$ cat config.mk
export PLATFORM = sky130hd
export DESIGN_NAME = mips_fetch_stage
export DESIGN_NICKNAME = d
export VERILOG_FILES = /design/src/rtl/mips_pkg.sv /design/src/rtl/mips_ifid_reg.sv /design/src/rtl/mips_fetch_stage.sv
export SDC_FILE = /design/constraint.sdc
export NUM_CORES = 1
export LEC_CHECK = 0
export BUFFER_PORTS_ARGS = -buffer_cell sky130_fd_sc_hd__buf_4
export CELL_PAD_IN_SITES_DETAIL_PLACEMENT = 0
export CELL_PAD_IN_SITES_GLOBAL_PLACEMENT = 1
export CORE_ASPECT_RATIO = 0.9
export CORE_MARGIN = 3
export CORE_UTILIZATION = 30
export DETAILED_ROUTE_END_ITERATION = 12
export GPL_TIMING_DRIVEN = 0
export PLACE_DENSITY = 0.62
export SLEW_MARGIN = 20
export SYNTH_ARGS = -nofsm -noshare
export SYNTH_HDL_FRONTEND = slang
export SYNTH_HIERARCHICAL = 1
export SYNTH_SLANG_ARGS = --single-unit
$ cat constraint.sdc
create_clock -name clk -period 2.7 [get_ports clk]
set_clock_uncertainty 0.15 [all_clocks]
set_input_delay 0.54 -clock clk [delete_from_list [all_inputs] [get_ports clk]]
set_output_delay 0.54 -clock clk [all_outputs]
set_load 0.005 [all_outputs]
$ cat src/rtl/mips_pkg.sv
// Shared types and constants for the pipelined-MIPS fetch stage.
package mips_pkg;

    typedef logic [31:0] word_t;

    typedef enum logic [1:0] {FETCH, HOLD, DROP} fetch_state_t;

    localparam word_t NOP = 32'h0000_0000;

    // Sequential PC step; wraps naturally from 32'hFFFF_FFFC to 0.
    function automatic word_t pc_plus4(input word_t pc);
        return pc + 32'd4;
    endfunction

endpackage

$ cat src/rtl/mips_ifid_reg.sv
// IF/ID pipeline register: holds the fetched instruction, its PC+4 and a valid flag.
module mips_ifid_reg
    import mips_pkg::*;
#(
    parameter logic [31:0] NOP_INSTR = NOP
) (
    input  logic        clk,
    input  logic        reset_n,
    input  logic        enable,
    input  logic        clear,
    input  logic [31:0] instr_next,
    input  logic [31:0] pcplus4_next,
    output logic [31:0] instr,
    output logic [31:0] pcplus4,
    output logic        valid
);

    // A clear loads a bubble; it only takes effect when the register is enabled.
    always_ff @(posedge clk or negedge reset_n) begin
        if (!reset_n) begin
            instr   <= NOP_INSTR;
            pcplus4 <= 32'h0000_0000;
            valid   <= 1'b0;
        end else if (enable) begin
            if (clear) begin
                instr   <= NOP_INSTR;
                pcplus4 <= 32'h0000_0000;
                valid   <= 1'b0;
            end else begin
                instr   <= instr_next;
                pcplus4 <= pcplus4_next;
                valid   <= 1'b1;
            end
        end
    end

endmodule

$ cat src/rtl/mips_fetch_stage.sv
// Fetch stage: PC register, variable-latency imem handshake, decode redirects and the IF/ID register.
module mips_fetch_stage
    import mips_pkg::*;
#(
    parameter logic [31:0] RESET_PC  = 32'h0000_0000,
    parameter logic [31:0] NOP_INSTR = NOP
) (
    input  logic        clk,
    input  logic        reset_n,
    input  logic        stallF,
    input  logic        stallD,
    input  logic        redirectD,
    input  logic [31:0] targetD,
    output logic        imem_req,
    output logic [31:0] imem_addr,
    input  logic        imem_ready,
    input  logic [31:0] imem_rdata,
    output logic [31:0] pcF,
    output logic [31:0] instrD,
    output logic [31:0] pcplus4D,
    output logic        validD
);

    fetch_state_t state, state_next;
    word_t        buf_instr, buf_pc4, saved_target;
    word_t        pc_next, pc_inc;
    word_t        ifid_instr_next, ifid_pc4_next;
    logic         pc_we, buf_we, target_we, ifid_clear;
    logic         take_redirect;

    assign pc_inc        = pc_plus4(pcF);
    assign take_redirect = redirectD && !stallD;
    // pcF is never touched while a dropped request is in flight, so it is also the DROP address.
    assign imem_req      = reset_n && (state != HOLD);
    assign imem_addr     = pcF;

    always_ff @(posedge clk or negedge reset_n) begin
        if (!reset_n) begin
            state        <= FETCH;
            pcF          <= RESET_PC;
            buf_instr    <= NOP_INSTR;
            buf_pc4      <= 32'h0000_0000;
            saved_target <= RESET_PC;
        end else begin
            state <= state_next;
            if (pc_we && !stallF)
                pcF <= pc_next;
            if (buf_we) begin
                buf_instr <= imem_rdata;
                buf_pc4   <= pc_inc;
            end
            if (target_we)
                saved_target <= targetD;
        end
    end

    always_comb begin
        state_next      = state;
        pc_we           = 1'b0;
        pc_next         = pc_inc;
        buf_we          = 1'b0;
        target_we       = 1'b0;
        ifid_clear      = 1'b1;
        ifid_instr_next = imem_rdata;
        ifid_pc4_next   = pc_inc;

        unique case (state)
            FETCH: begin
                if (imem_ready) begin
                    if (take_redirect) begin
                        pc_we   = 1'b1;
                        pc_next = targetD;
                    end else if (stallD) begin
                        buf_we     = 1'b1;
                        state_next = HOLD;
                    end else begin
                        ifid_clear = 1'b0;
                        pc_we      = 1'b1;
                    end
                end else if (take_redirect) begin
                    target_we  = 1'b1;
                    state_next = DROP;
                end
            end
            HOLD: begin
                if (!stallD) begin
                    state_next = FETCH;
                    pc_we      = 1'b1;
                    if (redirectD) begin
                        pc_next = targetD;
                    end else begin
                        ifid_clear      = 1'b0;
                        ifid_instr_next = buf_instr;
                        ifid_pc4_next   = buf_pc4;
                    end
                end
            end
            DROP: begin
                // The latest redirect wins, even one arriving with the stale response.
                if (take_redirect)
                    target_we = 1'b1;
                if (imem_ready) begin
                    pc_we      = 1'b1;
                    pc_next    = take_redirect ? targetD : saved_target;
                    state_next = FETCH;
                end
            end
            default: state_next = FETCH;
        endcase
    end

    mips_ifid_reg #(.NOP_INSTR(NOP_INSTR)) u_ifid (
        .clk          (clk),
        .reset_n      (reset_n),
        .enable       (!stallD),
        .clear        (ifid_clear),
        .instr_next   (ifid_instr_next),
        .pcplus4_next (ifid_pc4_next),
        .instr        (instrD),
        .pcplus4      (pcplus4D),
        .valid        (validD)
    );

    a_no_redirect_while_stalled: assert property (
        @(posedge clk) disable iff (!reset_n) !(redirectD && stallD));

    a_target_aligned: assert property (
        @(posedge clk) disable iff (!reset_n) redirectD |-> (targetD[1:0] == 2'b00));

endmodule

* Yosys cells after proc, flatten, opt, wreduce, memory -nomap -nowiden
Cells that the tools add are included.
** Storage, ports and cells
- Input port bits :: 70
- Register bits after elaboration :: 195
- Output and inout bits :: 130
- Logic and storage cells :: 62
** Operators by class
- Reductions and logical operators :: 7
- Add/sub/neg operators :: 1
- Equal/unequal tests :: 8
- Muxes and demuxes :: 38
** Operators with widths (count)
- 32-bit 2-to-1 mux :: 12
- 32-bit one-hot mux with 3 select lines :: 1
- 32-bit by 3-bit adder with 32-bit output, second input constant :: 1
- 1-bit 2-to-1 mux :: 15
- 2-bit 2-to-1 mux :: 6
- 3-bit inequality test, second input constant :: 3
- 2-bit one-hot mux with 3 select lines :: 1
- 5-bit AND reduction :: 1
- 2-bit inequality test, second input constant :: 2
- 1-bit one-hot mux with 2 select lines :: 2
- 1-bit logical AND :: 3
- 1-bit one-hot mux with 3 select lines :: 1
- 2-bit by 1-bit equality test with 1-bit output, second input constant :: 1
- 2-bit equality test, second input constant :: 1
- 1-bit zero test :: 2
- 2-bit zero test :: 1
- 2-bit by 1-bit inequality test with 1-bit output, second input constant :: 1

* Longest topological paths before layout
Gate-level depths: netlist of run 1.
- Depth in word-level cells :: 6
- Depth in mapped cells :: 9
- Gate-level depth less buffers :: 8

* Modules after synthesis
The synthesis of run 1 kept the hierarchy.
** By module, submodules not included
- mips_fetch_stage :: area an instance 7583.5 sq um, seq. area each 3253.1 sq um, times used 1, cells an instance 840
- mips_ifid_reg :: area an instance 2857.7 sq um, seq. area each 1626.6 sq um, times used 1, cells an instance 280

* Worst setup path before layout of run 1
No wires, ideal clock.
- Path kind :: input -> register
- Start :: in redirectD
- End :: reg pcF[28] (netlist: imem_addr[28])
- Buffers on the path :: 3
- Stages on the path :: 8
- Required time :: 2.406 ns
- Arrival :: 1.960 ns
- Library setup time :: 0.144 ns
- Slack :: 0.446 ns
- Cell sequence :: nor2b_1 -> clkbuf_1 -> nor3_1 -> buf_2 -> buf_2 -> a22oi_1 -> o41ai_1 -> a32oi_1
** On the way
- Cells in the longest elaborated chain, start to end :: 5
- Elaborated cells on any way between the ends :: 12
- Classes of those cells :: mux: 10; reduce/logical: 2
** RTL lines
- start: declaration :: line mips_fetch_stage.sv:12 : input logic redirectD,
- 1-bit logical AND :: line mips_fetch_stage.sv:32 : assign take_redirect = redirectD && !stallD;
- 1-bit 2-to-1 mux :: line mips_fetch_stage.sv:70 : if (take_redirect) begin
- 1-bit 2-to-1 mux :: line mips_fetch_stage.sv:69 : if (imem_ready) begin
- 1-bit one-hot mux with 3 select lines :: line mips_fetch_stage.sv:67 : unique case (state)
- 1-bit logical AND :: line mips_fetch_stage.sv:46 : if (pc_we && !stallF)
- end signal: assignment :: line mips_fetch_stage.sv:47 : pcF <= pc_next;
- end: declaration :: line mips_fetch_stage.sv:18 : output logic [31:0] pcF,
Several ways; a longest one is shown, not always the timed one.
A chain may end at the register's enable or synchronous reset.

* Final worst setup path of run 1
- Start :: reg pcF[4] (netlist: imem_addr[4])
- End :: reg u_ifid.pcplus4[26]
** On the way
- Cells in the longest elaborated chain, start to end :: 4
** RTL lines
- 32-bit by 3-bit adder with 32-bit output (*) :: line mips_pkg.sv:12 : return pc + 32'd4;
- 32-bit 2-to-1 mux :: line mips_fetch_stage.sv:89 : if (redirectD) begin
- 32-bit 2-to-1 mux (*) :: line mips_fetch_stage.sv:67
- via ifid_pc4_next[26] :: line mips_fetch_stage.sv:27 : word_t ifid_instr_next, ifid_pc4_next;
- 32-bit 2-to-1 mux (*) :: line mips_ifid_reg.sv:25 : if (clear) begin
- end signal: assignment :: line mips_ifid_reg.sv:31 : pcplus4 <= pcplus4_next;
- end: declaration :: line mips_ifid_reg.sv:14 : output logic [31:0] pcplus4,
The timed path passes the listed nets; every way through them passes the cells marked *.

==> impl_metrics.json, run 1 <==
{
  "outcome": "complete, no violations",
  "die_y_um": 183.0,
  "grt_max_degree": 68,
  "drive_gt1_frac": 0.3169,
  "worst_skew_pair.late_latency_ns": 0.45,
  "area_delta_synth_final_pct": 28.52,
  "via_count": 8981,
  "crit_fanout": 8,
  "yosysTopAreaCell": "dfrtp_1",
  "crit_path_end_kind": "register",
  "fill_cells": 3470,
  "hold_violations": 0,
  "initial_utilization": 0.3054,
  "placed_area_um2": 12580,
  "slew_headroom": 0.5055,
  "r2r_setup_slack_ns": 0.1,
  "drcViolationCount": 0,
  "dr_wl_met2_mm": 15.16,
  "syn-num-nets": 1191,
  "worst_slack_ns": 0.09599,
  "synth-async-reset-ratio": 1.000,
  "dp_slack_ns": -0.6153,
  "routed_wl_mm": 34.67,
  "cts_tree": "yes",
  "vias_per_cell": 4.935,
  "grt_pass1_vias": 8987,
  "cts.sinks": 195,
  "io_pins": 200,
  "reg2reg_depth": 8,
  "mostFrequentLayoutCell": "buf_4",
  "post-route-min-period_ns": 2.604,
  "drv_cap": 0,
  "place_hpwl_mm": 25.41,
  "dr_wl_met3_mm": 1.692,
  "ir_drop_uv": 415.7,
  "syn_inst": 1120,
  "die_area_um2": 37080,
  "crit_type": "register to register",
  "hold_path_class": "primary input to register",
  "place_inst": 1783,
  "top_layer_used": "met5",
  "syn_avg_cell_area_um2": 9.323,
  "overflow": 0,
  "drt_pre_antenna_iters": 5,
  "cp.arrival_ns": 2.78,
  "drv_slew": 0,
  "worstPathRequired_ns": 2.88,
  "tightest_slew_ns": 0.7377,
  "final_cell_mix": "243 x buf_4, 193 x dfrtp_1, 163 x nand2_1, 93 x o21ai_0, 77 x inv_1",
  "whs_ns": 0.1360,
  "cts_made_buffers": 17,
  "final_antenna_net_count": 0,
  "die_x_um": 202.7,
  "start_kind": "register",
  "ys.flop_type": "dfrtp_1",
  "syn_area_um2": 10440,
  "p_leak_nw": 6.000,
  "core_area_um2": 34190,
  "ys_seq_area_frac": 0.4673,
  "final_cell_area_um2": 13420,
  "synth.distinct_cells": 65,
  "setup_viol": 0,
  "grt_use_total": 0.1876,
  "final_cells": 1820,
  "finalCritPeriodShare": 0.9644,
  "grt_pass1_wl_mm": 54.18,
  "yosys_warnings": 6,
  "clkTransAtPathRegs_ns": 0.08,
  "synth_edf_count": 0,
  "rows": 64,
  "wire_per_inst_um": 19.05,
  "r2r_end": "u_ifid/pcplus4[26]",
  "cts_root_buf": "clkbuf_16",
  "htreeDepth": 4,
  "clock.fmax_ghz": 0.3840,
  "ys_ff_latch": 195,
  "rsz0062_at_grt": "yes",
  "place.gp.congestion": 0.8472,
  "reg2reg_from": "imem_addr[4]",
  "synthTopCellsByArea": "dfrtp_1 47%, mux2_2 7.3%, nand2_1 5.9%",
  "antenna_found_initial": 2,
  "drt-met1-wl_mm": 17.32,
  "p_per_area_nw_per_um2": 770.8,
  "crit_start": "imem_addr[4]",
  "nets": 1415,
  "synth_top_area_frac": 0.4673,
  "drt_iter0_markers": 520,
  "port_buffers": 199,
  "endpoint": "u_ifid/pcplus4[26]",
  "cts.path.max_buffers": 2
}
[routing by layer]
| layer | global-route usage | up-vias |
|---|---|---|
| met1 | 0.2812 | 4381 |
| met4 | 0.04323 | 2 |
| met3 | 0.03940 | 39 |
| met5 | 0 | - |
| li1 | - | 4303 |
| met2 | 0.2781 | 256 |
[Yosys cell counts (6+ instances only)]
master       n
nand2_1    164
o21ai_2     10
inv_1       77
mux2_2      68
dfrtp_1    195
buf_4       40
a221oi_1     7
and2_1       6
and3_1       7
nor2b_1      8
a21oi_1     57
a22oi_1      8
nand3b_1    64
nand3_1     16
buf_2       23
a2bb2oi_1    8
nand4_1      9
o22ai_1      6
o21ai_1     19
nor3_1      10
a31oi_1      7
a221o_1      8
o21a_1       6
xor2_1      11
and4_1       7
xnor2_1     14
o21ai_0     93
clkbuf_1    39
o22a_1       7
nand2b_1     6
nor2_1      49
[how the worst min path moves through the flow]
stage              startpoint       endpoint  slack (ns)  cells after the start
4_1_cts         imem_rdata[4]   buf_instr[4]        0.12                      3
2_1_floorplan         reset_n   buf_instr[0]        0.09                      0
3_3_place_gp     buf_instr[0]   buf_instr[0]        0.30                      2
5_1_grt        imem_rdata[15]  buf_instr[15]        0.12                      3
3_5_place_dp    buf_instr[10]  buf_instr[10]        0.31                      2
6_report       imem_rdata[19]  buf_instr[19]        0.14                      3
[worst max-delay path, cell delays in order, from the launching register on]
cell and delay [ns]:
dfrtp_1 0.40, clkbuf_4 0.22, nand4_4 0.17, or4_4 0.68, nor4_4 0.30, xnor2_1 0.24
a21oi_1 0.15, nand3b_1 0.10, o21ai_0 0.07
[cell type report]
| cell class | count | area, um2 | share of cell area |
|---|---|---|---|
| clock buffers | 18 | 429.2 | 0.03198 |
| plain buffers | 109 | 643.1 | 0.04793 |
| multi-input cells | 736 | 4800 | 0.3577 |
| flip-flops and latches | 195 | 4882 | 0.3638 |
| inverters | 77 | 289.0 | 0.02154 |
| clock inverters | 14 | 163.9 | 0.01221 |
| diodes | 1 | 2.502 | 0.0001865 |
| well taps | 462 | 578.1 | 0.04308 |
| repair buffers | 208 | 1632 | 0.1216 |
[metrics by stage]
step | power [mW] | util | TNS, ns
final | 10.34 | 0.3925 | 0
after CTS | 10.37 | 0.3881 | 0
after detailed placement | 7.666 | 0.3679 | -26.78
after global placement | 7.598 | 0.3660 | -152.71
after global routing | 11.03 | 0.3925 | -0.05961
after floorplan | 6.005 | - | 0
[sequential cells by signal, summed over array words and instances (netlist names)]
register and cells:
u_ifid/valid 1, buf_pc4 32, state 2, saved_target 32, buf_instr 32, u_ifid/pcplus4 32
imem_addr 32, u_ifid/instr 32
[where the power goes]
group | internal [mW] | switching, mW
Sequential | 3.61 | 0.688
Clock | 1.32 | 1.30
Combinational | 1.71 | 1.71
Total | 6.65 | 3.70
[cells by family after synthesis]
family / Yosys count / synth area share
multiplexers: 71 / 0.07621
AO/OA/AOI/OAI: 274 / 0.1643
XOR/XNOR: 25 / 0.02097
buffers and inverters: 189 / 0.08772
flip-flops: 195 / 0.4673
adder cells (fa/ha/maj): 1 / 0.001198
AND/OR/NAND/NOR: 365 / 0.1823
[what timing repair did]
| item | in CTS | in global routing |
|---|---|---|
| gates resized for setup | 18 | 31 |
| setup endpoints to repair | 73 | 63 |
| cloned | 0 | 0 |
| pin swaps | 0 | 5 |
| hold buffers | 2 | 0 |
| hold endpoints to repair | 63 | 0 |
| buffers inserted | 0 | 5 |
Power figures use the tool's default switching activity.
==> run 2, diff against run 1 <==
--- a/config.mk
+++ b/config.mk
@@ -13,9 +13,8 @@
 export CORE_UTILIZATION = 30
 export DETAILED_ROUTE_END_ITERATION = 12
 export GPL_TIMING_DRIVEN = 0
-export PLACE_DENSITY = 0.62
+export PLACE_DENSITY = 0.63
 export SLEW_MARGIN = 20
 export SYNTH_ARGS = -nofsm -noshare
 export SYNTH_HDL_FRONTEND = slang
-export SYNTH_HIERARCHICAL = 1
 export SYNTH_SLANG_ARGS = --single-unit
==> run 2 against run 1 <==
Effect of this change:
- first-iteration DRC count grew 15%
- utilization up 0.40 points
- synthesized area shrank 7.5%
- critical endpoint is now imem_addr[25]
- largest cell class unchanged
- largest power group unchanged
==> impl_metrics.json, run 2 <==
{
  "clkTransAtPathRegs_ns": 0.08,
  "reg2reg_depth": 8,
  "hold_path_class": "primary input to register",
  "post-route-min-period_ns": 2.597,
  "p_int_mw": 6.283,
  "use_met1": 0.2885,
  "whs_ns": 0.1491,
  "p_sw_mw": 3.173,
  "busiest_layer": "met2",
  "htreeDepth": 4,
  "drv_slew": 0,
  "swShare": 0.3356,
  "comb_power_share": 0.286,
  "syn_avg_cell_area_um2": 9.310,
  "die_area_um2": 34370,
  "ys.flop_type": "dfrtp_1",
  "yosysTopAreaCell": "dfrtp_1",
  "syn-num-nets": 1108,
  "mostFrequentLayoutCell": "nand2_1",
  "drv_cap": 0,
  "setup_viol": 0,
  "drt_iter0_markers": 597,
  "finalCritPeriodShare": 0.9619,
  "synth.distinct_cells": 56,
  "crit_path_end_kind": "register",
  "cts.sinks": 195,
  "worstPathRequired_ns": 2.92,
  "initial_utilization": 0.3085,
  "reg2reg_from": "imem_addr[2]",
  "seqPwrFrac": 0.447,
  "final_antenna_net_count": 0,
  "drcViolationCount": 0,
  "wire_per_inst_um": 20.23,
  "p_per_area_nw_per_um2": 762.1,
  "clock.fmax_ghz": 0.3850,
  "use_met2": 0.3046,
  "crit_type": "primary input to register",
  "rsz0062_at_grt": "yes",
  "rows": 61,
  "final_util": 0.3965,
  "final_cell_area_um2": 12410,
  "via_count": 8517,
  "placed_area_um2": 11720,
  "grt_use_met3": 0.03358,
  "tightest_slew_ns": 0.8672,
  "nets": 1333,
  "cp_slowest_cell": "clkbuf_1",
  "synth_top_area_frac": 0.5054,
  "diodes": 0,
  "crit_fanout": 10,
  "overflow": 0,
  "die_y_um": 176.2,
  "ys_seq_area_frac": 0.5054,
  "final_cell_mix": "256 x nand2_1, 238 x buf_4, 194 x dfrtp_1, 136 x o21ai_0, 45 x a21oi_1",
  "start_kind": "primary input",
  "fin_tns_setup_ns": 0,
  "cts_root_buf": "clkbuf_16",
  "worst_skew_pair.late_latency_ns": 0.44,
  "core_area_um2": 31290,
  "holdPathEnd": "buf_instr[22]",
  "grt_use_total": 0.1964,
  "drive_gt1_frac": 0.2771,
  "cts.path.max_buffers": 2,
  "yosys_warnings": 0,
  "grt_max_degree": 77,
  "io_pins": 200,
  "ir_drop_uv": 488.7,
  "synth-async-reset-ratio": 1.000,
  "min_from": "imem_rdata[22]",
  "slowest_delay_ns": 0.61,
  "routed_wl_mm": 34.05,
  "vias_per_cell": 5.061,
  "cts_tree": "yes",
  "cts_made_buffers": 17,
  "drt_pre_antenna_iters": 5,
  "area_delta_synth_final_pct": 28.51,
  "synthTopCellsByArea": "dfrtp_1 51%, nand2_1 10%, o21ai_0 7.1%",
  "place.gp.congestion": 0.8510,
  "synth_most_common_cell": "nand2_1",
  "die_x_um": 195.1,
  "grt_pass1_vias": 8240,
  "r2r_setup_slack_ns": 0.15,
  "synth_common_cells": "256 x nand2_1, 195 x dfrtp_1, 136 x o21ai_0, 46 x clkbuf_1, 45 x a21oi_1",
  "grt_pass1_wl_mm": 51.83,
  "synth_edf_count": 0,
  "hold_violations": 0,
  "port_buffers": 198,
  "outcome": "complete, no violations",
  "slew_headroom": 0.4171,
  "hold-path-cell-count": 3,
  "cp.arrival_ns": 2.82,
  "ys_ff_latch": 195,
  "place_hpwl_mm": 24.85,
  "p_leak_nw": 5.950,
  "antenna_found_initial": 1,
  "pwr-share-clk": 0.267,
  "syn_inst": 1037,
  "r2r_end": "u_ifid.pcplus4[18]",
  "syn_area_um2": 9654,
  "crit_chain": "buf_4, buf_2, nand2b_1, buf_2, clkbuf_1, clkbuf_1, a21oi_1, o21ai_0, o2111ai_1, nand2_1"
}
run 2: cell count changes after synthesis, moves of 8 or more:
cell,previous run,this run
a221oi_1,7,15
o21ai_1,19,1
nand2_1,164,256
nand3b_1,64,0
o21ai_2,10,0
mux2_2,68,34
inv_1,77,5
o21ai_0,93,136
mux2i_1,3,37
buf_2,23,12
a21oi_1,57,45
run 2: kinds of logic after synthesis:
family,share of synthesized area
buf+inv,0.06001
compound gates,0.1550
simple gates,0.1748
flops,0.5054
xor+xnor,0.02540
mux,0.07802
fa+ha+maj,0.001296
run 2: what timing repair did:
item | in CTS | in global routing
setup endpoints to repair | 111 | 57
hold buffers | 1 | 0
buffers inserted | 1 | 6
resized for setup | 12 | 16
endpoints found under the hold margin | 51 | 0
pin swaps | 1 | 2
run 2: critical path: cells and delay by family:
kind | cells | cell delay, ns
compound gates | 3 | 0.46
buf+inv | 5 | 1.54
simple gates | 2 | 0.26
run 2: cell type report:
type	count	area, um2
Fill cell	3202	18890
Sequential cell	195	4881
Multi-Input combinational cell	734	4249
Timing Repair Buffer	208	1624
Buffer	100	560.5
Tap cell	409	511.7
Clock buffer	20	456.7
Clock inverter	11	101.3
Inverter	6	22.52
run 2: worst max-delay path by stage:
| stage | end | startpoint | slack (ns) | cells past startpoint |
|---|---|---|---|---|
| finish | imem_addr[25] | stallD | 0.10 | 10 |
| global route | imem_addr[15] | stallD | -0.05 | 9 |
| CTS | imem_addr[12] | imem_addr[2] | 0.03 | 7 |
| detailed placement | imem_addr[11] | stallD | -0.68 | 9 |
| global placement | imem_req | reset_n | -1.05 | 3 |
| floorplan | imem_addr[31] | imem_ready | 0.38 | 7 |
run 2: through the flow:
step / total power, mW / worst slack [ns] / std cells
global placement: 6.949 / -1.050 / 1644
CTS: 9.569 / 0.02533 / 1678
finish: 9.456 / 0.1029 / 1683
floorplan: 5.523 / 0.3807 / 1037
global route: 10.05 / -0.05262 / 1683
detailed placement: 7.014 / -0.6757 / 1646
run 2: power groups by stage:
stage	Sequential, mW	Combinational [mW]	Clock [mW]
after global placement	4.25	2.70	0
final	4.23	2.71	2.52
after detailed placement	4.27	2.75	0
after floorplan	4.08	1.44	0
after CTS	4.21	2.76	2.59
after global routing	4.33	3.01	2.71
run 2: routing by layer:
layer / up-vias / share of wire
met2: 233 / 0.46
met5: - / 0.00038
li1: 4015 / -
met1: 4244 / 0.48
met4: 2 / 0.0098
met3: 23 / 0.050
